$ cat src/rtl/call_return_seq.sv
// call_return_seq
//   Program-counter sequencer that drives a return-address stack (the
//   initiator side of the push/pop interface). Decodes CALL / RET / JMP when
//   the decoder strobes step, issues one-cycle push/pop strobes, tracks the
//   stack depth locally and traps overflow/underflow into a HALT state.
//
// Parameters
//   ADDR_W  width of pc, call/jump target and stack data
//   DEPTH   stack capacity; must match the attached stack
//
// Ports
//   clk, rst          rising-edge clock, asynchronous active-high reset
//   step              execute the current flow op this cycle
//   is_call/is_ret/is_jmp  op decode, priority call > ret > jmp
//   target            call/jump destination
//   stk_rdata         top-of-stack data, valid the cycle after stk_pop
//   pc                current program counter
//   stk_push/stk_pop  one-cycle strobes to the stack
//   stk_wdata         return address, valid while stk_push=1
//   depth             entries currently on the stack
//   busy              return in flight; step is dropped
//   ovf_err/unf_err   sticky overflow / underflow traps
module call_return_seq #(
  parameter int ADDR_W = 12,
  parameter int DEPTH  = 8,
  localparam int DW    = $clog2(DEPTH + 1)
) (
  input  logic              clk,
  input  logic              rst,
  input  logic              step,
  input  logic              is_call,
  input  logic              is_ret,
  input  logic              is_jmp,
  input  logic [ADDR_W-1:0] target,
  input  logic [ADDR_W-1:0] stk_rdata,
  output logic [ADDR_W-1:0] pc,
  output logic              stk_push,
  output logic              stk_pop,
  output logic [ADDR_W-1:0] stk_wdata,
  output logic [DW-1:0]     depth,
  output logic              busy,
  output logic              ovf_err,
  output logic              unf_err
);

  localparam logic [DW-1:0]     FULL     = DW'(DEPTH);
  localparam logic [DW-1:0]     D_ONE    = 1;
  localparam logic [ADDR_W-1:0] PC_ONE   = 1;

  typedef enum logic [1:0] {IDLE, POP_REQ, POP_WAIT, HALT} state_t;

  state_t              state_q, state_d;
  logic [ADDR_W-1:0]   pc_q, pc_d;
  logic                push_q, push_d;
  logic                pop_q, pop_d;
  logic [ADDR_W-1:0]   wdata_q, wdata_d;
  logic [DW-1:0]       depth_q, depth_d;
  logic                busy_q, busy_d;
  logic                ovf_q, ovf_d;
  logic                unf_q, unf_d;

  always_comb begin
    state_d = state_q;
    pc_d    = pc_q;
    push_d  = 1'b0;   // strobes are single-cycle by construction
    pop_d   = 1'b0;
    wdata_d = wdata_q;
    depth_d = depth_q;
    busy_d  = busy_q;
    ovf_d   = ovf_q;
    unf_d   = unf_q;

    case (state_q)
      IDLE: begin
        if (step) begin
          if (is_call) begin
            if (depth_q == FULL) begin
              ovf_d   = 1'b1;
              state_d = HALT;
            end else begin
              push_d  = 1'b1;
              wdata_d = pc_q + PC_ONE;
              pc_d    = target;
              depth_d = depth_q + D_ONE;
            end
          end else if (is_ret) begin
            if (depth_q == '0) begin
              unf_d   = 1'b1;
              state_d = HALT;
            end else begin
              // depth drops as the pop is issued so it always mirrors the stack
              pop_d   = 1'b1;
              busy_d  = 1'b1;
              depth_d = depth_q - D_ONE;
              state_d = POP_REQ;
            end
          end else if (is_jmp) begin
            pc_d = target;
          end else begin
            pc_d = pc_q + PC_ONE;
          end
        end
      end
      // stack pops on this edge; its read data is stable during POP_WAIT
      POP_REQ:  state_d = POP_WAIT;
      POP_WAIT: begin
        pc_d    = stk_rdata;
        busy_d  = 1'b0;
        state_d = IDLE;
      end
      HALT:     state_d = HALT;
      default:  state_d = IDLE;
    endcase
  end

  always_ff @(posedge clk or posedge rst) begin
    if (rst) begin
      state_q <= IDLE;
      pc_q    <= '0;
      push_q  <= 1'b0;
      pop_q   <= 1'b0;
      wdata_q <= '0;
      depth_q <= '0;
      busy_q  <= 1'b0;
      ovf_q   <= 1'b0;
      unf_q   <= 1'b0;
    end else begin
      state_q <= state_d;
      pc_q    <= pc_d;
      push_q  <= push_d;
      pop_q   <= pop_d;
      wdata_q <= wdata_d;
      depth_q <= depth_d;
      busy_q  <= busy_d;
      ovf_q   <= ovf_d;
      unf_q   <= unf_d;
    end
  end

  assign pc        = pc_q;
  assign stk_push  = push_q;
  assign stk_pop   = pop_q;
  assign stk_wdata = wdata_q;
  assign depth     = depth_q;
  assign busy      = busy_q;
  assign ovf_err   = ovf_q;
  assign unf_err   = unf_q;

endmodule

$ cat config.mk
export PLATFORM = sky130hd
export DESIGN_NAME = call_return_seq
export DESIGN_NICKNAME = d
export VERILOG_FILES = /design/src/rtl/call_return_seq.sv
export SDC_FILE = /design/constraint.sdc
export NUM_CORES = 1
export LEC_CHECK = 0
export BUFFER_PORTS_ARGS = -buffer_cell sky130_fd_sc_hd__buf_4
export CAP_MARGIN = 0
export CORE_ASPECT_RATIO = 1.5
export CORE_MARGIN = 10
export CORE_UTILIZATION = 43
export DETAILED_ROUTE_END_ITERATION = 8
export PLACE_DENSITY = 0.7
export SLEW_MARGIN = 20
export SYNTH_ARGS = -nofsm -noshare
export SYNTH_HDL_FRONTEND = slang
export SYNTH_SLANG_ARGS = --single-unit
$ cat constraint.sdc
create_clock -name clk -period 2.15 [get_ports clk]
set_clock_uncertainty 0.05 [all_clocks]
set_input_delay 0.3225 -clock clk [delete_from_list [all_inputs] [get_ports clk]]
set_output_delay 0.3225 -clock clk [all_outputs]
set_load 0.005 [all_outputs]
-- After elaboration in Yosys (flattened, before gate mapping)
Index checks and enable logic that the tools add are counted.
- add/sub/neg operators: 3
- eq/ne operators: 14
- muxes and demuxes: 30
- bitwise gates (word level): 2
- reduce and logical (&&, ||, !) cells: 11
- operator list (kind ; number):
    two-way mux 12 bit ; 5
    one-hot mux 12 bit (2 select lines) ; 1
    two-way mux 4 bit ; 4
    AND reduction 5 bit ; 3
    two-way mux 1 bit ; 13
    adder 12 x 1 -> 12 bit, second input constant ; 1
    != test 2 bit, second input constant ; 6
    != test 3 bit, second input constant ; 4
    AND reduction 4 bit ; 3
    two-way mux 2 bit ; 5
    one-hot mux 2 bit (4 select lines) ; 1
    adder 4 x 1 -> 4 bit, second input constant ; 1
    equality test 2 bit, second input constant ; 2
    equality test 4 bit, second input constant ; 1
    logical NOT 4 bit ; 1
    nonzero test 2 bit ; 2
    subtractor 4 x 1 -> 4 bit, second input constant ; 1
    AND reduction 3 bit ; 1
    equality test 2 x 1 -> 1 bit, second input constant ; 1
    logical NOT 2 bit ; 1
    NOT 1 bit ; 2
    one-hot mux 1 bit (2 select lines) ; 1
- register bits after elaboration: 35
- input bits: 30
- output and inout port bits: 33

-- Longest topological paths before layout
- depth in word-level cells: 6
- mapped depth: 7
- gate-level depth less buffers: 6

-- Worst setup path after synthesis
Ideal clock, no wire load.
- path kind: register to register
- from: register state_q[0]
- to: register pc_q[1], in the netlist pc[1]
- setup time: 0.125 ns
- arrival time: 1.757 ns
- setup slack: 0.218 ns
- stages on the path, launching flop included: 8
- path buffers: 1
- path through: dfrtp_1 inv_1 ha_1 nand2_1 o32ai_1 or2_1 buf_6 mux2_4
- cells in the longest elaborated chain, start to end: 3
- elaborated cells on any way between the ends: 8
- classes of those cells: 4 x eq/ne; 1 x mux; 3 x reduce/logical
- ends and longest elaborated chain (what ; RTL line ; source):
    start, declared ; 52 ; state_t state_q, state_d;
    start signal, assigned ; 128 ; state_q <= state_d;
    logical NOT 2 bit / equality test 2 bit (equally long branches) ; 73 ; case (state_q)
    != test 3 bit (no source line), or another cell as far along ; n/a ;
    AND reduction 4 bit (no source line) ; n/a ;
    end signal, assigned ; 129 ; pc_q <= pc_d;
    end, declared ; 53 ; logic [ADDR_W-1:0] pc_q, pc_d;
Parallel ways exist; a longest one is shown, timed or not.
A chain may end at the register's enable or synchronous reset.

-- Worst setup path after layout
- from: register pc_q[0], in the netlist pc[0]
- to: register pc_q[6], in the netlist pc[6]
- cells in the longest elaborated chain, start to end: 6
- ends and longest elaborated chain (what ; RTL line ; source):
    adder 12 x 1 -> 12 bit ; 100 ; pc_d = pc_q + PC_ONE;
    two-way mux 12 bit ; 97 ; end else if (is_jmp) begin
    two-way mux 12 bit ; 86 ; end else if (is_ret) begin
    two-way mux 12 bit ; 76 ; if (is_call) begin
    two-way mux 12 bit ; 75 ; if (step) begin
    one-hot mux 12 bit (2 select lines) ; 73 ;
Every way passes these cells. The select of a mux whose other input is x is not followed.

==> reports/qor.txt <==
largest family of logic cells by synthesized area -> compound AO/OA/AOI/OAI gates
#FFs+latches synth -> 35
initial DRC count -> 89
setup_tns -> 0 ps
HP Class -> in -> async
crit share post-route -> 93.4%
Mapped Area -> 0.00200 sq mm
Rel. slew slack -> 59.7%
fmax -> 0.498 GHz
I/O pin total -> 63
status -> finished, final reports clean
worst-case clock buffer depth -> 2
most frequent cells in the layout -> buf_4 (74), dfrtp_1 (35), nor2_1 (21)
synthesis-to-layout area growth -> 33.8%
CP required -> 2310 ps
met3 usage -> 4.39%
Seq/Total Area, Yosys -> 43.9%
drt total wl -> 5.67 mm
Worst Path Max Fanout -> 6
Compound-Gate Fraction of Synth Area -> 19.7%
Ant. Diodes -> 0
power per cell area -> 506 mW/mm^2
synth warn -> 0
delay of the slowest critical-path stage -> 450 ps
most common cell after layout, fill and taps aside -> buf_4
path depth of the worst reg2reg path -> 5
crit-path cells -> ha_1 > nand3_1 > or3_1 > a311o_1 > a31oi_1
WHS -> 83.1 ps
crit path launch type -> flop
IO buf count -> 62
# clock sinks -> 35
CTS Buf Count -> 5
min Tclk post-route -> 2010 ps
VDD IR max -> 0.000304 V
Simple-Gate Fraction of Synth Area -> 18.2%
FFs w/ async S/R, synth -> 100%
first-pass GRT wire length -> 9.34 mm
Syn Area/Cell -> 9.69 sq um
Adder-Cell Fraction of Synth Area -> 5.39%
drt via density -> 5.71
Final Hold Vio Count -> 0
clock transition at the registers of the reported paths -> 70 ps
endpoints failing setup -> 0
vias in the first global route -> 1902
MaxCap Viol Count -> 0
initial core utilization -> 44.3%
Setup Fix Bufs, Post-CTS -> 0
WP data arrival -> 2170 ps
Combinational Power Share -> 10.2%
mux cell area share after synthesis -> 3.95%
Slew Limit Fails -> 0
vias -> 1863
Power Total -> 1.35 mW
Clk pwr share -> 39.9%
# nets final -> 315
detailed-placement wirelength estimate -> 4.38 mm
initial antenna violation count -> 0
Top FF cell, synth -> dfrtp_1
Top Usage Layer GRT -> met2
global route total overflow -> 0
Int Pwr -> 1.03 mW
Worst-Margin Slew -> 599 ps
XOR/XNOR share of the synthesized area -> 4.39%
DRT Pass-1 Iters -> 4
Crit Path Category -> reg -> reg
Reg power frac -> 49.9%
Residual DRC -> 0
total core area -> 0.00450 sq mm
standard-cell rows -> 30
Switching Power -> 0.322 mW
total routing usage reported by global routing -> 15.6%
Routed Antenna Nets -> 0
Netlist cell types -> 47
DR WL/cell -> 17.4 microns
H-tree level count -> 2
EDFF count, synth -> 0
Static Leak -> 1.33 nW
CTS tree -> built
die width -> 75.6 microns
switching share of power -> 23.8%
Root Buffer Master -> clkbuf_8
register-to-register setup slack -> 140 ps
R2R Path End -> pc[6]
cells after synthesis -> 206
clk_lat worst skew -> 290 ps
unrepaired setup endpoints after global routing -> no
syn nets -> 244
share of cells above drive strength 1 -> 32.7%
Crit-path slowest cell -> dfrtp_1
M2 GR Usage -> 26.0%
Buf/Inv on CP -> 0
die area -> 0.00782 sq mm
met1 GRT Util -> 17.2%
GPL Wtd Cong -> 0.800
largest net degree at the start of global routing -> 36
FF-to-FF Start -> pc[0]
Setup crit end kind -> flop
die height -> 103 microns
Worst path top cell family by delay -> simple AND/OR/NAND/NOR gates
cell families (layout without fill, tap and decap cells):
group                      after synthesis  in the layout
adders and majority gates                8              8
and+or+nand+nor                         69             69
xor gates and xnor gates                10             10
AOI/OAI and AO/OA                       56             56
muxes                                    7              7
buffers and inverters                   21             93
DFF                                     35             35
synthesized netlist by cell type, drive strengths merged (2+ instances only):
cell / n / area share (%)
buf: 4 / 1.3
and3: 4 / 1.3
a41o: 2 / 1.0
mux2i: 3 / 1.5
o31ai: 2 / 0.75
inv: 11 / 2.1
nor4: 3 / 1.6
nand2: 11 / 2.1
a21oi: 11 / 2.8
o2bb2ai: 3 / 1.3
o21a: 2 / 0.75
a311o: 2 / 1.0
ha: 7 / 4.4
a221oi: 4 / 1.8
dfrtp: 35 / 44
xor2: 3 / 1.3
a211o: 2 / 0.88
or3: 4 / 1.3
xnor2: 7 / 3.1
o22ai: 2 / 0.63
or2: 2 / 0.63
nor2b: 3 / 0.94
nand3: 5 / 1.3
a31oi: 9 / 2.8
mux2: 4 / 2.4
clkbuf: 6 / 1.1
nor2: 22 / 4.3
o32ai: 3 / 1.3
o21ai: 7 / 1.8
nor3: 11 / 2.8
layout make-up:
type	count	area, sq um
flip-flops and latches	35	876
repair buffers	74	556
multi-input cells	150	1040
well taps	48	60.1
clock buffers	8	100
inverters	11	41.3
fillers	409	1830
how the worst max path moves through the flow:
stage | start | end | slack (ps) | cells past startpoint
5_1_grt | pc[0] | pc[6] | 30 | 5
4_1_cts | state_q[0] | pc[0] | 20 | 6
2_1_floorplan | state_q[0] | pc[1] | 220 | 7
6_report | pc[0] | pc[6] | 140 | 5
3_5_place_dp | state_q[0] | pc[0] | 50 | 6
3_3_place_gp | state_q[0] | pc[0] | 140 | 6
worst min-delay path: stages:
cell and delay, ps:
buf_4 100, inv_1 40, buf_4 390
per-layer routing:
| metal | wire [microns] | vias up |
|---|---|---|
| met2 | 2940 | 70 |
| met5 | 0 | - |
| met1 | 2200 | 883 |
| met3 | 390 | 10 |
| li1 | - | 900 |
| met4 | 146 | 0 |
metrics by stage:
| stage | setup WS, ps | cells | util (%) | area, sq um |
|---|---|---|---|---|
| 6_report | 142 | 326 | 59.3 | 2670 |
| 5_1_grt | 29.5 | 326 | 59.3 | 2670 |
| 3_3_place_gp | 137 | 318 | 56.9 | 2560 |
| 3_5_place_dp | 53.1 | 318 | 56.9 | 2560 |
| 2_1_floorplan | 218 | 206 | - | 2000 |
| 4_1_cts | 21.6 | 326 | 59.1 | 2660 |
registers in the layout (all words and copies together) (netlist names):
name,cells
state_q,2
ovf_err,1
busy,1
stk_pop,1
stk_push,1
unf_err,1
pc,12
stk_wdata,12
depth,4
power groups by stage:
stage / combinational, mW / clock (mW) / sequential (mW)
6_report: 0.137 / 0.540 / 0.675
5_1_grt: 0.153 / 0.567 / 0.676
4_1_cts: 0.139 / 0.544 / 0.675
3_5_place_dp: 0.138 / 0 / 0.688
3_3_place_gp: 0.137 / 0 / 0.688
2_1_floorplan: 0.0653 / 0 / 0.686
repair_timing:
action / 4_1_cts / 5_1_grt
hold buffers: 0 / 0
endpoints found under the setup margin: 0 / 3
gates resized for setup: 0 / 1
Note: power is estimated with default switching activity, not from simulation.
